[config.mk]
export PLATFORM = sky130hd
export DESIGN_NAME = counter_32_timer_ctrl
export DESIGN_NICKNAME = d
export VERILOG_FILES = /design/src/rtl/counter_32_timer_ctrl_pkg.sv /design/src/rtl/counter_32_timer_ctrl.sv
export SDC_FILE = /design/constraint.sdc
export NUM_CORES = 1
export LEC_CHECK = 0
export ABC_CLOCK_PERIOD_IN_PS = 2000
export CAP_MARGIN = 40
export CELL_PAD_IN_SITES_DETAIL_PLACEMENT = 0
export CELL_PAD_IN_SITES_GLOBAL_PLACEMENT = 1
export CORE_ASPECT_RATIO = 1.25
export CORE_UTILIZATION = 26
export CTS_CLUSTER_DIAMETER = 120
export DETAILED_ROUTE_END_ITERATION = 6
export PLACE_DENSITY = 0.81
export REMOVE_ABC_BUFFERS = 1
export SLEW_MARGIN = 10
export SYNTH_ARGS = -nofsm -noshare
export SYNTH_HDL_FRONTEND = slang
export SYNTH_SLANG_ARGS = --single-unit
[constraint.sdc]
create_clock -name clk -period 2 [get_ports clk]
set_input_delay 0.4 -clock clk [delete_from_list [all_inputs] [get_ports clk]]
set_output_delay 0.4 -clock clk [all_outputs]
set_load 0.05 [all_outputs]
[src/rtl/counter_32_timer_ctrl_pkg.sv]
// Shared definitions for the interval-timer sequencer: FSM state encoding and
// default counter width / idle value.
package counter_32_timer_ctrl_pkg;

    localparam int TMR_WIDTH = 32;
    localparam logic [31:0] TMR_IDLE_VAL = 32'd0;

    typedef enum logic [1:0] {
        IDLE = 2'd0,
        LOAD = 2'd1,
        RUN  = 2'd2,
        DONE = 2'd3
    } tmr_state_e;

endpackage

[src/rtl/counter_32_timer_ctrl.sv]
// Interval-timer sequencer driving one reversible counter through its Load/PData/s pins.
// Build option TMR_PAUSE_EN adds a pause input that freezes the counter while running.
module counter_32_timer_ctrl
    import counter_32_timer_ctrl_pkg::*;
#(
    parameter int               WIDTH    = TMR_WIDTH,
    parameter logic [WIDTH-1:0] IDLE_VAL = WIDTH'(TMR_IDLE_VAL)
) (
    input  logic             clk,
    input  logic             rst_n,
    input  logic             start,
    input  logic             stop,
`ifdef TMR_PAUSE_EN
    input  logic             pause,
`endif
    input  logic [WIDTH-1:0] cfg_period,
    input  logic             cfg_periodic,
    input  logic             cfg_up,
    output logic             busy,
    output logic             done,
    output logic             tick,
    output logic [WIDTH-1:0] remain,
    output logic             ctr_s,
    output logic             ctr_load,
    output logic [WIDTH-1:0] ctr_pdata,
    input  logic [WIDTH-1:0] ctr_cnt,
    input  logic             ctr_rc
);

    tmr_state_e       state_q, state_d;
    logic [WIDTH-1:0] period_q, period_d;
    logic             periodic_q, periodic_d;
    logic             up_q, up_d;

    logic             paused;
    logic             start_ok;
    logic [WIDTH-1:0] load_val;

`ifdef TMR_PAUSE_EN
    assign paused = pause;
`else
    assign paused = 1'b0;
`endif

    // stop always dominates a simultaneous start
    assign start_ok = start & ~stop;

    // Up-counting expires at all-ones, so preload the complement to get N+1 steps
    assign load_val = up_q ? ~period_q : period_q;

    always_ff @(posedge clk) begin
        if (!rst_n) begin
            state_q    <= IDLE;
            period_q   <= '0;
            periodic_q <= 1'b0;
            up_q       <= 1'b0;
        end else begin
            state_q    <= state_d;
            period_q   <= period_d;
            periodic_q <= periodic_d;
            up_q       <= up_d;
        end
    end

    always_comb begin
        state_d    = state_q;
        period_d   = period_q;
        periodic_d = periodic_q;
        up_d       = up_q;
        ctr_load   = 1'b1;
        ctr_s      = 1'b0;
        ctr_pdata  = IDLE_VAL;
        tick       = 1'b0;

        case (state_q)
            IDLE: begin
                if (start_ok) begin
                    state_d    = LOAD;
                    period_d   = cfg_period;
                    periodic_d = cfg_periodic;
                    up_d       = cfg_up;
                end
            end

            LOAD: begin
                ctr_s     = up_q;
                ctr_pdata = load_val;
                state_d   = stop ? IDLE : RUN;
            end

            RUN: begin
                ctr_s     = up_q;
                ctr_load  = 1'b0;
                ctr_pdata = load_val;
                if (stop) begin
                    state_d = IDLE;
                end else if (paused) begin
                    // Reload the current value so the counter holds; RC is not acted on
                    ctr_load  = 1'b1;
                    ctr_pdata = ctr_cnt;
                end else if (ctr_rc) begin
                    tick = 1'b1;
                    if (periodic_q) begin
                        ctr_load = 1'b1;
                    end else begin
                        state_d = DONE;
                    end
                end
            end

            DONE: begin
                if (stop) begin
                    state_d = IDLE;
                end else if (start) begin
                    state_d    = LOAD;
                    period_d   = cfg_period;
                    periodic_d = cfg_periodic;
                    up_d       = cfg_up;
                end
            end

            default: begin
                state_d = IDLE;
            end
        endcase
    end

    assign busy   = (state_q == LOAD) || (state_q == RUN);
    assign done   = (state_q == DONE);
    assign remain = up_q ? ~ctr_cnt : ctr_cnt;

endmodule

Word-level counts from Yosys, hierarchy flattened

Cells that the tools add are included.

Equality and inequality tests: 9
Multiplexer cells: 31
Bitwise operators: 4
Reductions and logical operators: 6

Operators with widths:

| cell                                                                  | number |
|---|---|
| 32-bit two-way mux                                                    | 6 |
| 32-bit NOT                                                            | 2 |
| 32-bit case mux with 2 select lines                                   | 1 |
| 1-bit two-way mux                                                     | 14 |
| 2-bit two-way mux                                                     | 7 |
| 3-bit inequality test, second input constant                          | 3 |
| 2-bit case mux with 4 select lines                                    | 1 |
| 4-bit AND reduction                                                   | 2 |
| 2-bit inequality test, second input constant                          | 3 |
| 2-bit equality test, second input constant                            | 2 |
| 1-bit case mux with 2 select lines                                    | 2 |
| 2-bit by 1-bit equality test with 1-bit output, second input constant | 1 |
| 2-bit logical NOT                                                     | 1 |
| 2-bit nonzero test                                                    | 1 |
| 2-bit OR reduction                                                    | 1 |
| 1-bit AND                                                             | 1 |
| 1-bit logical OR                                                      | 1 |
| 1-bit NOT                                                             | 1 |

Register bits after elaboration: 36
Input port bits: 71
Output and inout bits: 69
Logic and storage cells: 54

Longest topological paths before layout

Depth in word-level cells: 4
Depth in mapped cells: 8
Depth with buffers taken out: 6

Worst setup path before layout

No wires, ideal clock.

Kind: flip-flop to output port
From: register state_q[1]
To: output port ctr_pdata[0]
Data arrival time: 1781 ps
Data required time: 1600 ps
Path slack: -181 ps
Cell stages (with the launch flop): 5
Path buffers: 1
Cell sequence: dfxtp_1 > inv_1 > ha_1 > clkbuf_1 > and2_1

Longest elaborated chain between the ends: 3
Elaborated cells on any way between the ends: 4
Classes of those cells: eq/ne: 2; mux: 1; reduce/logical: 1

Ends and longest elaborated chain:

| what                                                                                         | RTL line                    | RTL |
|---|---|---|
| start, declared                                                                              | counter_32_timer_ctrl.sv:30 | `tmr_state_e state_q, state_d;` |
| start signal, assigned                                                                       | counter_32_timer_ctrl.sv:58 | `state_q <= state_d;` |
| 2-bit by 1-bit equality test with 1-bit output / 2-bit equality test (equally long branches) | counter_32_timer_ctrl.sv:75 | `case (state_q)` |
| 2-bit OR reduction (no line) (*)                                                             | n/a                         |  |
| 32-bit two-way mux (*)                                                                       | n/a                         |  |
| end, declared                                                                                | counter_32_timer_ctrl.sv:25 | `output logic [WIDTH-1:0] ctr_pdata,` |

Mark *: on every way between the ends. The rest lies on a longest branch, timed or not.

Worst setup path in the final report

From: register state_q[1]
To: output port ctr_pdata[2]

The elaborated chain is that of the path after synthesis.

==> out/summary.md <==
The number of placement rows is 38, and the number of design-rule violations left by the first detailed-router iteration is 42. Timing would allow up to 511 MHz. The clock passes through at most 2 buffers.

The fraction of registers with async set or reset after synthesis is 0%. The library cell with the largest summed area after synthesis was sky130_fd_sc_hd__dfxtp_1. The final route contains 2276 vias.

The cell area after synthesis is 0.00231 mm2, and the share of the synthesized area in the top cell type is 31.2%. Of the synthesized area, sequential elements account for 31.2%. Reg-to-reg startpoint: state_q[0].

The class of the most critical hold timing path was flip-flop to flip-flop. The residual DRC count is 0. Startpoint of the most critical hold path: period_q[8].

TritonCTS created 5 clock buffers. The proportion of layout cells with a drive suffix above 1 was 28.1%; the worst setup slack for register-to-register paths was 0.39 ns. The initial antenna violation count is 0. The tree is rooted in a sky130_fd_sc_hd__clkbuf_8. The core region is 0.00865 mm2.

Measured along the x axis, the die boundary spans 86.3 um. The startpoint-to-endpoint class of the critical path was flip-flop to output pin. The post-detailed-placement half-perimeter wirelength came out at 5440 um. The tree built by TritonCTS fans out to 36 sinks.

The number of standard cells in the layout, taps in and fillers out was 544; the number of placed instances with taps included was 532. Minimum clock period after layout: 1.96 ns. By count the netlist is led by sky130_fd_sc_hd__nand2_1 (69), sky130_fd_sc_hd__xor2_1 (64), sky130_fd_sc_hd__dfxtp_1 (36). The count of H-tree levels built during CTS was 2. For the number of different library cells in the post-synthesis netlist, the log shows 27. TritonCTS built the clock tree. Most instantiated library cell after synthesis: sky130_fd_sc_hd__nand2_1.

The initial utilization of the core area, before any placement, comes to 26.7%. Global routing used 15.1% of the available tracks. For the worst flop-to-flop path, the logic depth is 5. The area growth from synthesis to layout is 105%, and the number of placed I/O pins is 140. The register clock-pin slew on the reported worst setup and hold paths works out to 0.07 ns. After detailed routing, the average wire length per cell comes to 12.9 um. For the max-capacitance violation count, the log shows 0.

Setup repair after global routing could not meet its margin everywhere. At the worst endpoint, the arrival time is 1.56 ns. The average cell area after synthesis works out to 8.12 um2.

In this run the critical register-to-register path is captured at state_q[0]. In the routed layout, each cell is associated on average with a via count of 4.18. The number of hold violations in the final report is 0, and the post-synthesis sequential element count is 36.

For the number of global-route vias before repair, the log shows 2180. 0 antenna diodes ended up in the layout. The final worst clock skew came out at 0.00467 ns. The worst setup path is captured at an output pin. For this run, the number of Yosys warnings is 0. Among all flip-flop cells after synthesis, the most frequent one is sky130_fd_sc_hd__dfxtp_1. The maximum fanout along the worst path was 16. Ranked by total cell area, the synthesized netlist is headed by sky130_fd_sc_hd__dfxtp_1 (31%), sky130_fd_sc_hd__xor2_1 (24%), sky130_fd_sc_hd__nand2_1 (11%). Counting flops with a built-in enable in the synthesized netlist gives 0. STA classifies the critical path startpoint as a flip-flop. The logs give 6 for the number of search-and-repair iterations in the first detailed-routing pass and 0.771 for the placer's final routability congestion estimate. Hold is met by 0.473 ns.

The antenna violation net count after detailed routing is 0, and the global-route wire length before repair is 10900 um. The count of mapped cells out of synthesis was 284; the max-slew headroom at the worst pin was 77.7%. The insertion delay of the later-clocked pin in the worst-skew pair is 0.28 ns, and the largest net degree at the start of global routing is 35. Measured along the y axis, the die boundary spans 107 um. The number of stages on the worst hold path is 2, and the total of fill cells in the finished design is 786. At the worst endpoint, the required time is 1.60 ns. The logs give 499 for the layout net count and 7020 um for the final wirelength.

For the pin with the worst max-slew slack, the measured transition is 0.334 ns. The count of final setup violators is 0. The leakage power of the design is 2.12 nW.

The die outline area is 0.00926 mm2, and the worst supply voltage drop on vdd is 0.000261 V. The ratio of total power to cell area was 545 mW/mm2. During placement, the flow inserted port buffers numbering 139. Global routing finished with a remaining overflow of 0. The worst path uses 97.8% of the clock period. The run finished with clean final reports. The run gives 0 as the number of max-slew violations in the final report. Capture endpoint of the worst hold path: period_q[8].
[worst max path at each step]
stage | slack, ns | to | startpoint | depth (start not counted)
6_report | 0.04 | ctr_pdata[2] | state_q[1] | 5
3_3_place_gp | 0.09 | state_q[0] | stop | 5
2_1_floorplan | -1.44 | remain[0] | up_q | 1
5_1_grt | -0.04 | ctr_pdata[11] | state_q[1] | 5
3_5_place_dp | 0.06 | state_q[0] | stop | 5
4_1_cts | -0.007 | ctr_pdata[2] | state_q[1] | 5
[placed cells by master (no fill, tap or decap), types with 2 or more instances in the layout]
cell type	n
sky130_fd_sc_hd__buf_6	2
sky130_fd_sc_hd__clkdlybuf4s50_1	70
sky130_fd_sc_hd__and2_4	20
sky130_fd_sc_hd__nand2_1	69
sky130_fd_sc_hd__nor2_1	2
sky130_fd_sc_hd__dfxtp_1	33
sky130_fd_sc_hd__buf_12	71
sky130_fd_sc_hd__dfxtp_4	2
sky130_fd_sc_hd__a21boi_0	34
sky130_fd_sc_hd__clkbuf_1	2
sky130_fd_sc_hd__xor2_1	64
sky130_fd_sc_hd__buf_4	10
sky130_fd_sc_hd__o211ai_1	2
sky130_fd_sc_hd__inv_1	2
sky130_fd_sc_hd__and2_1	13
sky130_fd_sc_hd__nand2b_1	2
sky130_fd_sc_hd__ha_1	4
sky130_fd_sc_hd__clkbuf_8	5
[critical path, cell delays in order (launching register included)]
cell                      delay (ns)
sky130_fd_sc_hd__dfxtp_4        0.37
sky130_fd_sc_hd__inv_1          0.10
sky130_fd_sc_hd__ha_4           0.32
sky130_fd_sc_hd__buf_8          0.15
sky130_fd_sc_hd__and2_1         0.18
sky130_fd_sc_hd__buf_12         0.15
[per-stage QoR]
step           util [%]  total power, mW  setup TNS (ns)  setup WS [ns]  instance area (um2)
2_1_floorplan         -             1.37          -86.90          -1.44                 2200
3_3_place_gp       52.5             2.06               0         0.0876                 4550
3_5_place_dp       52.5             2.07               0         0.0578                 4550
4_1_cts            54.0             2.60         -0.0231       -0.00654                 4670
5_1_grt            54.8             2.72          -0.363        -0.0366                 4740
6_report           54.8             2.58               0         0.0436                 4740
[routing by layer]
metal  GRT usage [%]  vias to the layer above  part of all wire, %
li1                -                     1159                    -
met2            28.1                      107                   51
met3            3.68                        5                  8.0
met1            17.2                     1005                   40
met4            2.86                        0                 0.76
met5               0                        -                    0
[state kept, by name, indices dropped and copies added, names as in the netlist]
name        cells
periodic_q      1
state_q         2
period_q       32
up_q            1
[area by class of cell]
class                           count  area, um2  share of cell area [%]
Timing Repair Buffer              154       2230                    47.1
Multi-Input combinational cell    223       1530                    32.3
Sequential cell                    36        729                    15.4
Tap cell                          120        150                    3.17
Clock buffer                        7       76.3                    1.61
Inverter                            3       11.3                   0.238
Clock inverter                      1       5.00                   0.106
[report_power, final]
group	internal (mW)	switching (mW)	total, mW
logic	0.653	0.659	1.31
clock network	0.244	0.240	0.484
registers	0.756	0.0303	0.786
total	1.65	0.928	2.58
[what timing repair did]
item                                   in CTS  in global routing
endpoints found under the hold margin       0                  0
setup buffers                               0                  3
hold buffers                                0                  0
gates cloned                                1                  0
gates resized for setup                    13                 17
setup endpoints to repair                  33                 35
[kinds of logic (layout without fill, tap and decap cells)]
| logic type | count (synthesis) | in the layout | synth area share [%] |
|---|---|---|---|
| AOI/OAI and AO/OA | 43 | 43 | 14.0 |
| xor gates and xnor gates | 64 | 64 | 24.3 |
| and+or+nand+nor | 111 | 111 | 22.7 |
| buffers and inverters | 25 | 165 | 5.04 |
| adders and majority gates | 5 | 5 | 2.71 |
| DFF | 36 | 36 | 31.2 |
Note: power is estimated with default switching activity, not from simulation.
